File: src/rtl/regfile_8x16_if.sv
// Register file access bus: two read ports, one write port, debug tap of r1.
interface regfile_8x16_if #(
  parameter int unsigned DATA_W = 16,
  parameter int unsigned ADDR_W = 3
);
  logic [ADDR_W-1:0] raddr_1;
  logic [DATA_W-1:0] rdata_1;
  logic [ADDR_W-1:0] raddr_2;
  logic [DATA_W-1:0] rdata_2;
  logic              we;
  logic [ADDR_W-1:0] waddr;
  logic [DATA_W-1:0] wdata;
  logic [DATA_W-1:0] dbg_r1;

  // Decode/writeback side drives addresses and write data.
  modport master (
    output raddr_1, raddr_2, we, waddr, wdata,
    input  rdata_1, rdata_2, dbg_r1
  );

  // Register file side.
  modport slave (
    input  raddr_1, raddr_2, we, waddr, wdata,
    output rdata_1, rdata_2, dbg_r1
  );
endinterface

File: src/rtl/regfile_8x16.sv
// 8x16 register file: r0 reads zero, two combinational read ports with
// same-cycle write-through bypass, one synchronous write port, r1 debug tap.
module regfile_8x16 #(
  parameter int unsigned DATA_W = 16,
  parameter int unsigned ADDR_W = 3
) (
  input  logic            clk,
  input  logic            rst_n,
  regfile_8x16_if.slave   bus
);

  localparam int unsigned NREG = 1 << ADDR_W;

  // Storage for r1..r(NREG-1); r0 has no storage.
  logic [DATA_W-1:0] r_regs [1:NREG-1];

  logic              w_wr_valid;
  logic [DATA_W-1:0] w_rdata_1;
  logic [DATA_W-1:0] w_rdata_2;

  // A write is only real when enabled and not targeting r0.
  assign w_wr_valid = bus.we && (bus.waddr != '0);

  // Register update: synchronous reset wins over a coincident write.
  always_ff @(posedge clk) begin
    if (!rst_n) begin
      for (int i = 1; i < NREG; i++) begin
        r_regs[i] <= '0;
      end
    end else if (w_wr_valid) begin
      r_regs[bus.waddr] <= bus.wdata;
    end
  end

  // Read port 1: r0 is zero, pending write to the same register bypasses.
  always_comb begin
    w_rdata_1 = '0;
    if (bus.raddr_1 != '0) begin
      if (w_wr_valid && (bus.waddr == bus.raddr_1)) begin
        w_rdata_1 = bus.wdata;
      end else begin
        w_rdata_1 = r_regs[bus.raddr_1];
      end
    end
  end

  // Read port 2: identical rules to port 1.
  always_comb begin
    w_rdata_2 = '0;
    if (bus.raddr_2 != '0) begin
      if (w_wr_valid && (bus.waddr == bus.raddr_2)) begin
        w_rdata_2 = bus.wdata;
      end else begin
        w_rdata_2 = r_regs[bus.raddr_2];
      end
    end
  end

  assign bus.rdata_1 = w_rdata_1;
  assign bus.rdata_2 = w_rdata_2;
  // Debug view shows stored r1 only, never the bypass value.
  assign bus.dbg_r1  = r_regs[1];

endmodule

File: src/flat_wrapper.sv
// flat-port wrapper written by rule: the top's interface ports become plain ports
module regfile_8x16_flat 
#(
  parameter int unsigned DATA_W = 16,
  parameter int unsigned ADDR_W = 3
)
  (clk, rst_n, bus_raddr_1, bus_raddr_2, bus_we, bus_waddr, bus_wdata, bus_rdata_1, bus_rdata_2, bus_dbg_r1);
  regfile_8x16_if #(.DATA_W(DATA_W), .ADDR_W(ADDR_W)) bus_i ();
  input  logic clk;
  input  logic rst_n;
  input wire logic [$bits(bus_i.raddr_1)-1:0] bus_raddr_1;
  input wire logic [$bits(bus_i.raddr_2)-1:0] bus_raddr_2;
  input wire logic [$bits(bus_i.we)-1:0] bus_we;
  input wire logic [$bits(bus_i.waddr)-1:0] bus_waddr;
  input wire logic [$bits(bus_i.wdata)-1:0] bus_wdata;
  output wire logic [$bits(bus_i.rdata_1)-1:0] bus_rdata_1;
  output wire logic [$bits(bus_i.rdata_2)-1:0] bus_rdata_2;
  output wire logic [$bits(bus_i.dbg_r1)-1:0] bus_dbg_r1;
  assign bus_i.raddr_1 = bus_raddr_1;
  assign bus_i.raddr_2 = bus_raddr_2;
  assign bus_i.we = bus_we;
  assign bus_i.waddr = bus_waddr;
  assign bus_i.wdata = bus_wdata;
  assign bus_rdata_1 = bus_i.rdata_1;
  assign bus_rdata_2 = bus_i.rdata_2;
  assign bus_dbg_r1 = bus_i.dbg_r1;
  regfile_8x16 #(.DATA_W(DATA_W), .ADDR_W(ADDR_W)) u_core (.clk(clk), .rst_n(rst_n), .bus(bus_i));
endmodule
File: config.mk
export PLATFORM = sky130hd
export DESIGN_NAME = regfile_8x16_flat
export DESIGN_NICKNAME = d
export VERILOG_FILES = /design/src/rtl/regfile_8x16_if.sv /design/src/rtl/regfile_8x16.sv /design/src/flat_wrapper.sv
export SDC_FILE = /design/constraint.sdc
export NUM_CORES = 1
export LEC_CHECK = 0
export BUFFER_PORTS_ARGS = -buffer_cell sky130_fd_sc_hd__buf_4
export CORE_MARGIN = 5
export CORE_UTILIZATION = 60
export CTS_CLUSTER_DIAMETER = 80
export DETAILED_ROUTE_END_ITERATION = 10
export GPL_ROUTABILITY_DRIVEN = 0
export GPL_TIMING_DRIVEN = 0
export PLACE_DENSITY = 0.91
export SYNTH_ARGS = -nofsm -noshare
export SYNTH_HDL_FRONTEND = slang
export SYNTH_SLANG_ARGS = --single-unit
File: constraint.sdc
create_clock -name clk -period 7.75 [get_ports clk]
set_input_delay 1.55 -clock clk [delete_from_list [all_inputs] [get_ports clk]]
set_output_delay 1.55 -clock clk [all_outputs]
set_load 0.01 [all_outputs]
==> impl_metrics.toml <==
[floorplan]
dieHeight_um = 120
initial_core_util_pct = 61.1
core_area_mm2 = 0.0120
ios = 76
die-width_um = 120
fp-row-count = 40
dieArea_mm2 = 0.0145

[sta]
hold_viol = 0
max_freq_mhz = 199
fin_crit_ps = 5020
rsz0062_at_grt = "no"
fin_setup_tns_ps = 0
slew_viol_final = 0
tightest_slew_ps = 1140
slew_headroom_pct = 24.2
timing.final.crit_share_pct = 64.7
timing.final.setup_violations = 0

[setup_path]
critPathKind = "in2out"
critPathLaunchType = "primary input"
crit_chain = "buf_4 -> buf_4 -> or3_1 -> buf_1 -> clkbuf_1 -> o31ai_1 -> a21oi_2 -> buf_4"
crit_slowest_cell = "clkbuf_1"
crit_buf_inv = 5
cp_top_family = "buffers and inverters"
crit_top_cell = "buf_4"
cp.required_ps = 6200
slowest_delay_ps = 540
arrival_ps = 3470
cp_max_fo = 10
cp-end-kind = "output pin"

[synth]
yosysTopAreaCell = "edfxtp_1"
synth_area_per_cell_um2 = 15.2
synth-seq-cells = 128
synth_xor_area_share_pct = 0.445
synthAdderAreaFrac_pct = 0
synth.yosys.warnings = 0
synth_area_mm2 = 0.00730
synth.area.mux_share_pct = 24.1
synth_cells = 479
synth_top_family_by_area = "multiplexers"
netlist.area_leader.share_pct = 52.6
synth_compound_area_share_pct = 8.53
synth_area_leaders = "edfxtp_1 (53%), mux4_2 (20%), and2_1 (9.6%)"
yosysSeqAreaShare_pct = 52.6
synth_cell_types = 29
yosys.area_share.simple_pct = 11.0

[clocking]
cts_tree = "built"
cts-root-buf = "clkbuf_16"
clkSlewWorstSetupHoldPaths_ps = 50
post_cts_buffers = 0
cts_resized = 0
htreeDepth = 4
clk_path_buf_depth = 2
postCtsHoldBufs = 0
cts_sinks = 128
cts_buffers = 17

[finish]
reg_top3 = "u_core.r_regs x128"
nets = 614
layout-drive-gt1-share_pct = 38.1
syn_to_final_growth_pct = 19.8
largest_reg_flops = 128
largest_register = "u_core.r_regs"
finalNonFillerCells = 746
antenna_cells = 0

[detailed_routing]
route.met3.wl_um = 2970
routed_wirelength_um = 21800
vias = 5260
drt_iter0_drc = 780
drt-met1-wl_um = 7010
firstDrtPassIters = 8
drc = 0
wl_per_cell_um = 29.2
vias_per_cell = 7.05
drt.antenna.violating_nets = 0
dr_wl_met2_um = 10500
dr.max_layer_used = "met4"

[pwr]
seq_power_share_pct = 42.5
p_int_mw = 1.47
pwr-share-comb_pct = 16.4
p_leak_nw = 3.20
power_mw = 1.97
p_per_area_mw_per_mm2 = 225
peakVddDrop_uv = 218
p_switching_uw = 506
switching_share_pct = 25.6
clockPowerShare_pct = 41.1

[global_routing]
antenna_found_initial = 0
grtUsageTotal_pct = 31.4
grt_max_degree = 17
grt_pass1_wl_um = 32700
grt_pass1_vias = 5523
grt-ovfl-total = 0

[status]
outcome = "completed"

[job]
maxCapViolCount = 0

[placement]
io_buffers = 67
hpwl_um = 14200
place_inst = 714

[worst_hold_path]
hp-class = "in2reg"
## metrics by stage
stage	util (%)	hold slack, ps	setup WS [ps]	cell area [um^2]
after global routing	73.2	1360	2720	8750
after global placement	67.3	1790	2810	8050
after floorplan	-	1650	3430	7360
after CTS	73.2	1360	2860	8750
final	73.2	1370	2730	8750
after detailed placement	68.2	1790	2880	8160
## final timing paths
path / from / to / cells after the start
hold / removal: bus_wdata[15] / u_core.r_regs[0][15] / 1
setup / recovery: bus_raddr_2[2] / bus_rdata_2[5] / 8
## cell usage in the layout, fill, tap and decap left out, drive strengths merged, types with 2 or more instances in the layout
| master | n |
|---|---|
| edfxtp | 128 |
| and2 | 112 |
| buf | 97 |
| mux4 | 64 |
| clkbuf | 36 |
| mux2i | 32 |
| o31ai | 32 |
| a21oi | 32 |
| conb | 16 |
| o21ai | 6 |
| nor2 | 6 |
| clkinv | 6 |
| o21ba | 4 |
| clkinvlp | 4 |
| nand2b | 3 |
| bufinv | 3 |
| xnor2 | 2 |
| o2111ai | 2 |
| o22ai | 2 |
| or2 | 2 |
| or3 | 2 |
| nand2 | 2 |
| inv | 2 |
## per-layer routing
metal,vias to the layer above,global-route usage (%)
met4,0,18.9
met1,2512,37.5
met3,136,9.31
li1,2095,-
met5,-,0
met2,517,50.8
## cell usage after synthesis
| cell | count |
|---|---|
| buf_6 | 5 |
| or2b_2 | 1 |
| o2111ai_4 | 2 |
| clkbuf_2 | 1 |
| inv_1 | 1 |
| nand3_1 | 1 |
| and2_1 | 112 |
| mux2i_1 | 32 |
| o21ba_2 | 4 |
| a21oi_1 | 12 |
| nand2_1 | 2 |
| edfxtp_1 | 128 |
| nor3_2 | 1 |
| buf_1 | 2 |
| mux4_2 | 64 |
| xnor2_2 | 2 |
| or2_1 | 2 |
| o31ai_1 | 32 |
| clkbuf_1 | 17 |
| o22ai_2 | 2 |
| nor2_1 | 6 |
| buf_4 | 5 |
| conb_1 | 1 |
| nand2b_1 | 3 |
| buf_2 | 12 |
| o21ai_0 | 6 |
| a21oi_2 | 20 |
| nand3b_1 | 1 |
| or3_1 | 2 |
## area by class of cell
type / instances / area, um^2
Sequential cell: 128 / 3840
Multi-Input combinational cell: 323 / 3310
Fill cell: 708 / 3210
Timing Repair Buffer: 73 / 589
Clock buffer: 18 / 429
Buffer: 42 / 230
Tap cell: 147 / 184
Clock inverter: 14 / 165
Inverter: 1 / 3.75
## power groups by stage
stage | Clock, mW | Sequential (mW) | Combinational (mW)
6_report | 0.811 | 0.838 | 0.324
5_1_grt | 0.845 | 0.841 | 0.338
4_1_cts | 0.806 | 0.836 | 0.318
3_5_place_dp | 0 | 0.849 | 0.314
3_3_place_gp | 0 | 0.845 | 0.300
2_1_floorplan | 0 | 0.840 | 0.186
## logic make-up (layout without fill, tap and decap cells)
| group | after synthesis | after routing |
|---|---|---|
| buf+inv | 43 | 148 |
| compound gates | 78 | 78 |
| mux | 96 | 96 |
| other cells | 1 | 16 |
| flops | 128 | 128 |
| simple gates | 131 | 131 |
| xor+xnor | 2 | 2 |
No activity file was read; power rests on OpenSTA's default activity.
